==> config.mk <==
export PLATFORM = sky130hd
export DESIGN_NAME = demux_comparador
export DESIGN_NICKNAME = d
export VERILOG_FILES = /design/src/rtl/demux_comparador.sv
export SDC_FILE = /design/constraint.sdc
export NUM_CORES = 1
export LEC_CHECK = 0
export BUFFER_PORTS_ARGS = -buffer_cell sky130_fd_sc_hd__buf_2
export CAP_MARGIN = 25
export CORE_AREA = 2 2 39 41
export DETAILED_ROUTE_END_ITERATION = 12
export DIE_AREA = 0 0 41 43
export PLACE_DENSITY = 0.68
export SKIP_LAST_GASP = 1
export SYNTH_ARGS = -nofsm -noshare
export SYNTH_HDL_FRONTEND = slang
export SYNTH_SLANG_ARGS = --single-unit
==> constraint.sdc <==
create_clock -name in_clk -period 1.45 [get_ports in_clk]
set_input_delay 0.29 -clock in_clk [delete_from_list [all_inputs] [get_ports in_clk]]
set_output_delay 0.29 -clock in_clk [all_outputs]
set_load 0.1 [all_outputs]
==> src/rtl/demux_comparador.sv <==
// Compare/select demux: routes each accepted word to one of two one-entry output channels.
// Optional per-channel delivery counters are enabled by defining DEMUX_COUNT_EN.
module demux_comparador #(
  parameter int WIDTH     = 2,
  parameter int CNT_WIDTH = 8
) (
  input  logic                 in_clk,
  input  logic                 in_reset,
  input  logic                 in_valid,
  output logic                 out_ready,
  input  logic [WIDTH-1:0]     in_data,
  input  logic [WIDTH-1:0]     in_key,
  input  logic                 in_select,
  output logic                 out_valid_0,
  input  logic                 in_ready_0,
  output logic [WIDTH-1:0]     out_data_0,
  output logic                 out_valid_1,
  input  logic                 in_ready_1,
  output logic [WIDTH-1:0]     out_data_1,
  output logic [CNT_WIDTH-1:0] out_cnt_0,
  output logic [CNT_WIDTH-1:0] out_cnt_1
);

  typedef enum logic {EMPTY = 1'b0, FULL = 1'b1} ch_state_e;

  ch_state_e        state0_q, state0_d, state1_q, state1_d;
  logic [WIDTH-1:0] data0_q, data0_d, data1_q, data1_d;
  logic             accept, match, dest, load0, load1;

  assign out_valid_0 = (state0_q == FULL);
  assign out_valid_1 = (state1_q == FULL);
  assign out_data_0  = data0_q;
  assign out_data_1  = data1_q;

  // A channel can take a word if it is empty or being drained this cycle.
  assign out_ready = (!out_valid_0 | in_ready_0) & (!out_valid_1 | in_ready_1);
  assign accept    = in_valid & out_ready;
  assign match     = (in_data == in_key);
  assign dest      = match ? in_select : ~in_select;
  assign load0     = accept & ~dest;
  assign load1     = accept & dest;

  always_comb begin
    state0_d = state0_q;
    data0_d  = data0_q;
    unique case (state0_q)
      EMPTY: if (load0) begin
        state0_d = FULL;
        data0_d  = in_data;
      end
      FULL: if (load0) begin
        data0_d = in_data;
      end else if (in_ready_0) begin
        state0_d = EMPTY;
      end
      default: state0_d = EMPTY;
    endcase
  end

  always_comb begin
    state1_d = state1_q;
    data1_d  = data1_q;
    unique case (state1_q)
      EMPTY: if (load1) begin
        state1_d = FULL;
        data1_d  = in_data;
      end
      FULL: if (load1) begin
        data1_d = in_data;
      end else if (in_ready_1) begin
        state1_d = EMPTY;
      end
      default: state1_d = EMPTY;
    endcase
  end

  always_ff @(posedge in_clk or posedge in_reset) begin
    if (in_reset) begin
      state0_q <= EMPTY;
      state1_q <= EMPTY;
      data0_q  <= '0;
      data1_q  <= '0;
    end else begin
      state0_q <= state0_d;
      state1_q <= state1_d;
      data0_q  <= data0_d;
      data1_q  <= data1_d;
    end
  end

`ifdef DEMUX_COUNT_EN
  logic [CNT_WIDTH-1:0] cnt0_q, cnt0_d, cnt1_q, cnt1_d;

  // Count deliveries, saturating at all-ones.
  always_comb begin
    cnt0_d = cnt0_q;
    cnt1_d = cnt1_q;
    if (out_valid_0 && in_ready_0 && (cnt0_q != '1)) cnt0_d = cnt0_q + CNT_WIDTH'(1);
    if (out_valid_1 && in_ready_1 && (cnt1_q != '1)) cnt1_d = cnt1_q + CNT_WIDTH'(1);
  end

  always_ff @(posedge in_clk or posedge in_reset) begin
    if (in_reset) begin
      cnt0_q <= '0;
      cnt1_q <= '0;
    end else begin
      cnt0_q <= cnt0_d;
      cnt1_q <= cnt1_d;
    end
  end

  assign out_cnt_0 = cnt0_q;
  assign out_cnt_1 = cnt1_q;
`else
  assign out_cnt_0 = '0;
  assign out_cnt_1 = '0;
`endif

endmodule
==> results by stage <==
Setup path:
- The largest fanout on the critical path is 3.
- The data arrival time of the critical path is 1.68 ns.
- The maximum cell stage delay along the critical path is 0.46 ns.
- The worst register-to-register path has a depth of 4.
- In this design, the largest share of critical-path delay is due to multiplexers.
- The setup path with the least slack is of type reg2reg.
- The worst register-to-register path ends at out_data_0[0].
- The worst setup slack for register-to-register paths is -0.11 ns.
- The kind of capture point of the worst setup path is a register.
- The number of buffers and inverters on the critical path is 0.
- The slowest library cell on the worst path is sky130_fd_sc_hd__dfrtp_4.
- The startpoint kind of the worst setup timing path is a register.
- The worst register-to-register path begins at out_valid_1.
- The required time at the endpoint of the critical path is 1.57 ns.
- The critical path goes through nor2b_4 -> nor4b_4 -> mux2i_2 -> mux2_1.

STA:
- The worst clock skew is 0.00243 ns.
- Setup violations remaining at the end of the flow were counted as 5.
- Setup total negative slack on the finished layout was measured at -0.483 ns.
- Setup repair after global routing could not meet its margin everywhere.
- The routed design could run at a clock period as short as 1.56 ns.
- The peak clock frequency supported by timing is 0.641 GHz.
- The final hold violation count was 0.
- The slack of the critical path is -0.109 ns.
- The final clock period utilization by the worst path is 108%.
- The number of max-slew violations in the final report came to 0.

Floorplanning:
- After floorplanning, the core was divided into 14 placement rows.
- The top-level port count is 33.
- From left edge to right edge, the die measures 41 um.
- The area of the die is 1760 um^2.
- The die is 43 um tall.
- The region available for standard cell placement spans 1380 um^2.
- The starting density of the core is 31.5%.

Route:
- The routed layout has 316 vias.
- The ratio of routed vias to standard cells is 3.90.
- After the first detailed-routing iteration, the DRC count stood at 4.
- The pre-antenna-repair detailed-routing pass consisted of 4 iterations.
- In this run the remaining antenna-violating nets after routing total 0.
- The detailed-route wire length per cell is 10.6 um.
- After detailed routing, the number of remaining DRC violations is 0.
- The total detailed-routing wirelength is 857 um.

Power and ir drop:
- The analysis attributes to cell leakage a power of 0.320 nW.
- VDD sags by at most 0.923 mV.
- The total power draw is 1.22 mW.
- The total power divided by cell area is 2010 nW/um^2.

Synth:
- The post-synthesis sequential element count is 6.
- Ranked by instance count, the synthesized netlist is headed by sky130_fd_sc_hd__buf_4, sky130_fd_sc_hd__dfrtp_1, sky130_fd_sc_hd__mux2_1.
- The post-synthesis share of cell area spent on xor and xnor gates is 4.02%.
- For this run, asynchronously set or reset flops after synthesis account for 100%.
- The Yosys step of the flow raised 0 warnings.
- The post-synthesis instance area is 435 um^2.
- The number of flops mapped to enable cells by yosys is 0.
- Summing the areas of all compound-gate instances in the mapped netlist gives 0% of the synthesized area.
- The biggest area consumer among synthesized cells is sky130_fd_sc_hd__dfrtp_1.
- The distinct cell type count after synthesis is 14.
- For this run, the leading register cell type out of synthesis is sky130_fd_sc_hd__dfrtp_1.
- The share of the Yosys chip area taken by registers is 34.5%.
- The dominant combinational cell family by area after synthesis is buffers and inverters.
- Ranked by total cell area, the synthesized netlist is headed by sky130_fd_sc_hd__dfrtp_1, sky130_fd_sc_hd__buf_4, sky130_fd_sc_hd__mux2_1, sky130_fd_sc_hd__nor4b_4, sky130_fd_sc_hd__mux2i_1.
- The cell count after synthesis is 41.
- The simple-gate share of the synthesized area is 17.2%.
- In the synthesized netlist, mux cells make up 14.9% of the area.
- Of the total synthesized cell area, the portion taken by full adders, half adders and majority gates is 0%.
- Of the post-synthesis cell area, the dominant cell type holds 34.5%.
- By instance count, the leading cell after synthesis is sky130_fd_sc_hd__buf_4.
- The average cell area after synthesis is 10.6 um^2.

CTS:
- The CTS root buffer is sky130_fd_sc_hd__clkbuf_4.
- The TritonCTS clock tree is built.
- Buffers inserted during clock tree synthesis total 3.
- The CTS H-tree depth is 1.
- The number of sinks driven by the clock tree is 6.
- Counting along the longest clock path gives a buffer depth of 2.
- For the worst-skew pair, the clock arrives at the later sink with an insertion delay of 0.24 ns.
- The clock transition time at the flip-flop clock pins of the worst setup and hold paths is 0.05 ns.

Status:
- The flow ran to the end, but the final reports show violations.
- The checks that failed: setup timing.

Placement:
- The worst setup slack after placement is -0.189 ns.
- The placed instances occupy a cell area of 542 um^2.
- The global placer's final weighted congestion is 0.743.
- Port buffering added 16 buffers.
- After detailed placement, the design holds a cell count of 76.

Final layout:
- The post-route netlist has 53.8% of its cells at a drive strength greater than 1.
- The fill cell instance count of the final layout is 141.
- The filler-free cell count of the finished design is 81.
- The area growth from synthesis to layout is 38.8%.
- The summed area of non-filler cells in the final layout is 604 um^2.
- For this run, the post-layout net count is 77.
- The antenna diode count is 0.

Min path:
- The classification of the worst-slack hold path is in2reg.
- The path with the worst hold slack has its endpoint at out_valid_0.
- The origin of the worst min-delay path is in_ready_0.
- The worst hold path cell count is 3.

Global route:
- The total congestion overflow is 0.
- The pin count of the biggest net entering global routing is 7.
- The first global-routing pass estimated 1330 um of wire.
- The global router's overall resource usage is 11.9%.
- The number of global-route vias before repair came to 306.
- The initial antenna violation count is 0.

Job:
- Max-cap violations in this run came to 0.
==> worst register-to-register path, stage by stage (launching register included) <==
cell	delay (ns)
sky130_fd_sc_hd__dfrtp_4	0.46
sky130_fd_sc_hd__nor2b_4	0.15
sky130_fd_sc_hd__nor4b_4	0.32
sky130_fd_sc_hd__mux2i_2	0.16
sky130_fd_sc_hd__mux2_1	0.34
==> repair_timing <==
action | 4_1_cts | 5_1_grt
endpoints found under the setup margin | 5 | 5
resized for setup | 5 | 1
gates cloned | 0 | 0
hold buffers | 1 | 0
pin swaps | 1 | 1
buffers inserted | 1 | 0
endpoints found under the hold margin | 6 | 0
==> placed cells by master, fill, tap and decap left out <==
master,synthesis,final
sky130_fd_sc_hd__nor2_1,2,1
sky130_fd_sc_hd__xor2_1,2,2
sky130_fd_sc_hd__nand2b_1,2,2
sky130_fd_sc_hd__nor3_2,0,1
sky130_fd_sc_hd__nor4b_4,1,1
sky130_fd_sc_hd__nor2b_4,1,2
sky130_fd_sc_hd__mux2_4,0,2
sky130_fd_sc_hd__clkbuf_4,0,3
sky130_fd_sc_hd__buf_12,0,1
sky130_fd_sc_hd__nor2_4,0,1
sky130_fd_sc_hd__buf_6,0,2
sky130_fd_sc_hd__dlygate4sd3_1,0,1
sky130_fd_sc_hd__buf_4,16,3
sky130_fd_sc_hd__dfrtp_1,6,4
sky130_fd_sc_hd__dfrtp_4,0,2
sky130_fd_sc_hd__nand2_1,1,1
sky130_fd_sc_hd__mux2_1,4,2
sky130_fd_sc_hd__buf_2,0,15
sky130_fd_sc_hd__conb_1,1,16
sky130_fd_sc_hd__inv_1,1,1
sky130_fd_sc_hd__mux2i_2,0,2
==> how the worst max path moves through the flow <==
stage,from,endpoint,slack (ns),cells past startpoint
floorplan,out_valid_1,out_data_0[0],-0.19,4
global route,out_valid_1,out_ready,-0.15,4
CTS,out_valid_0,out_ready,-0.12,4
global placement,in_key[1],out_data_0[0],-0.17,5
finish,out_valid_1,out_data_0[0],-0.11,4
detailed placement,in_key[1],out_data_0[0],-0.19,5
==> state kept, by name, summed over array words and instances, names as in the netlist <==
signal	cells
out_data_0	2
out_data_1	2
out_valid_1	1
out_valid_0	1
==> power by group <==
group | internal, mW | total (mW) | leakage, nW | switching [mW]
Combinational | 0.152 | 0.814 | 0.237 | 0.662
Sequential | 0.222 | 0.248 | 0.0696 | 0.0254
Clock | 0.0936 | 0.154 | 0.0138 | 0.0602
==> routing by layer <==
layer  global-route usage [%]  part of all wire (%)
met5                        0                     0
met4                     8.00                     0
met2                     16.9                    51
met1                     14.1                    40
met3                     4.71                   9.2
==> logic make-up after synthesis <==
family | Yosys count
XOR/XNOR | 2
other | 1
buffers and inverters | 17
flip-flops | 6
AND/OR/NAND/NOR | 9
multiplexers | 6
==> layout make-up <==
cell class,count,area [um^2],area share (%)
multi-input cells,33,250,41.4
flip-flops and latches,6,158,26.1
repair buffers,22,150,24.8
clock buffers,3,22.5,3.73
well taps,16,20.0,3.31
inverters,1,3.75,0.621
==> metrics by stage <==
stage                     hold WS (ns)  utilization, %
final                            0.392            43.7
after global routing             0.385            43.7
after CTS                        0.388            43.4
after detailed placement         0.218            39.2
after global placement           0.219            39.2
after floorplan                 0.0810               -
No activity file was read; power rests on OpenSTA's default activity.
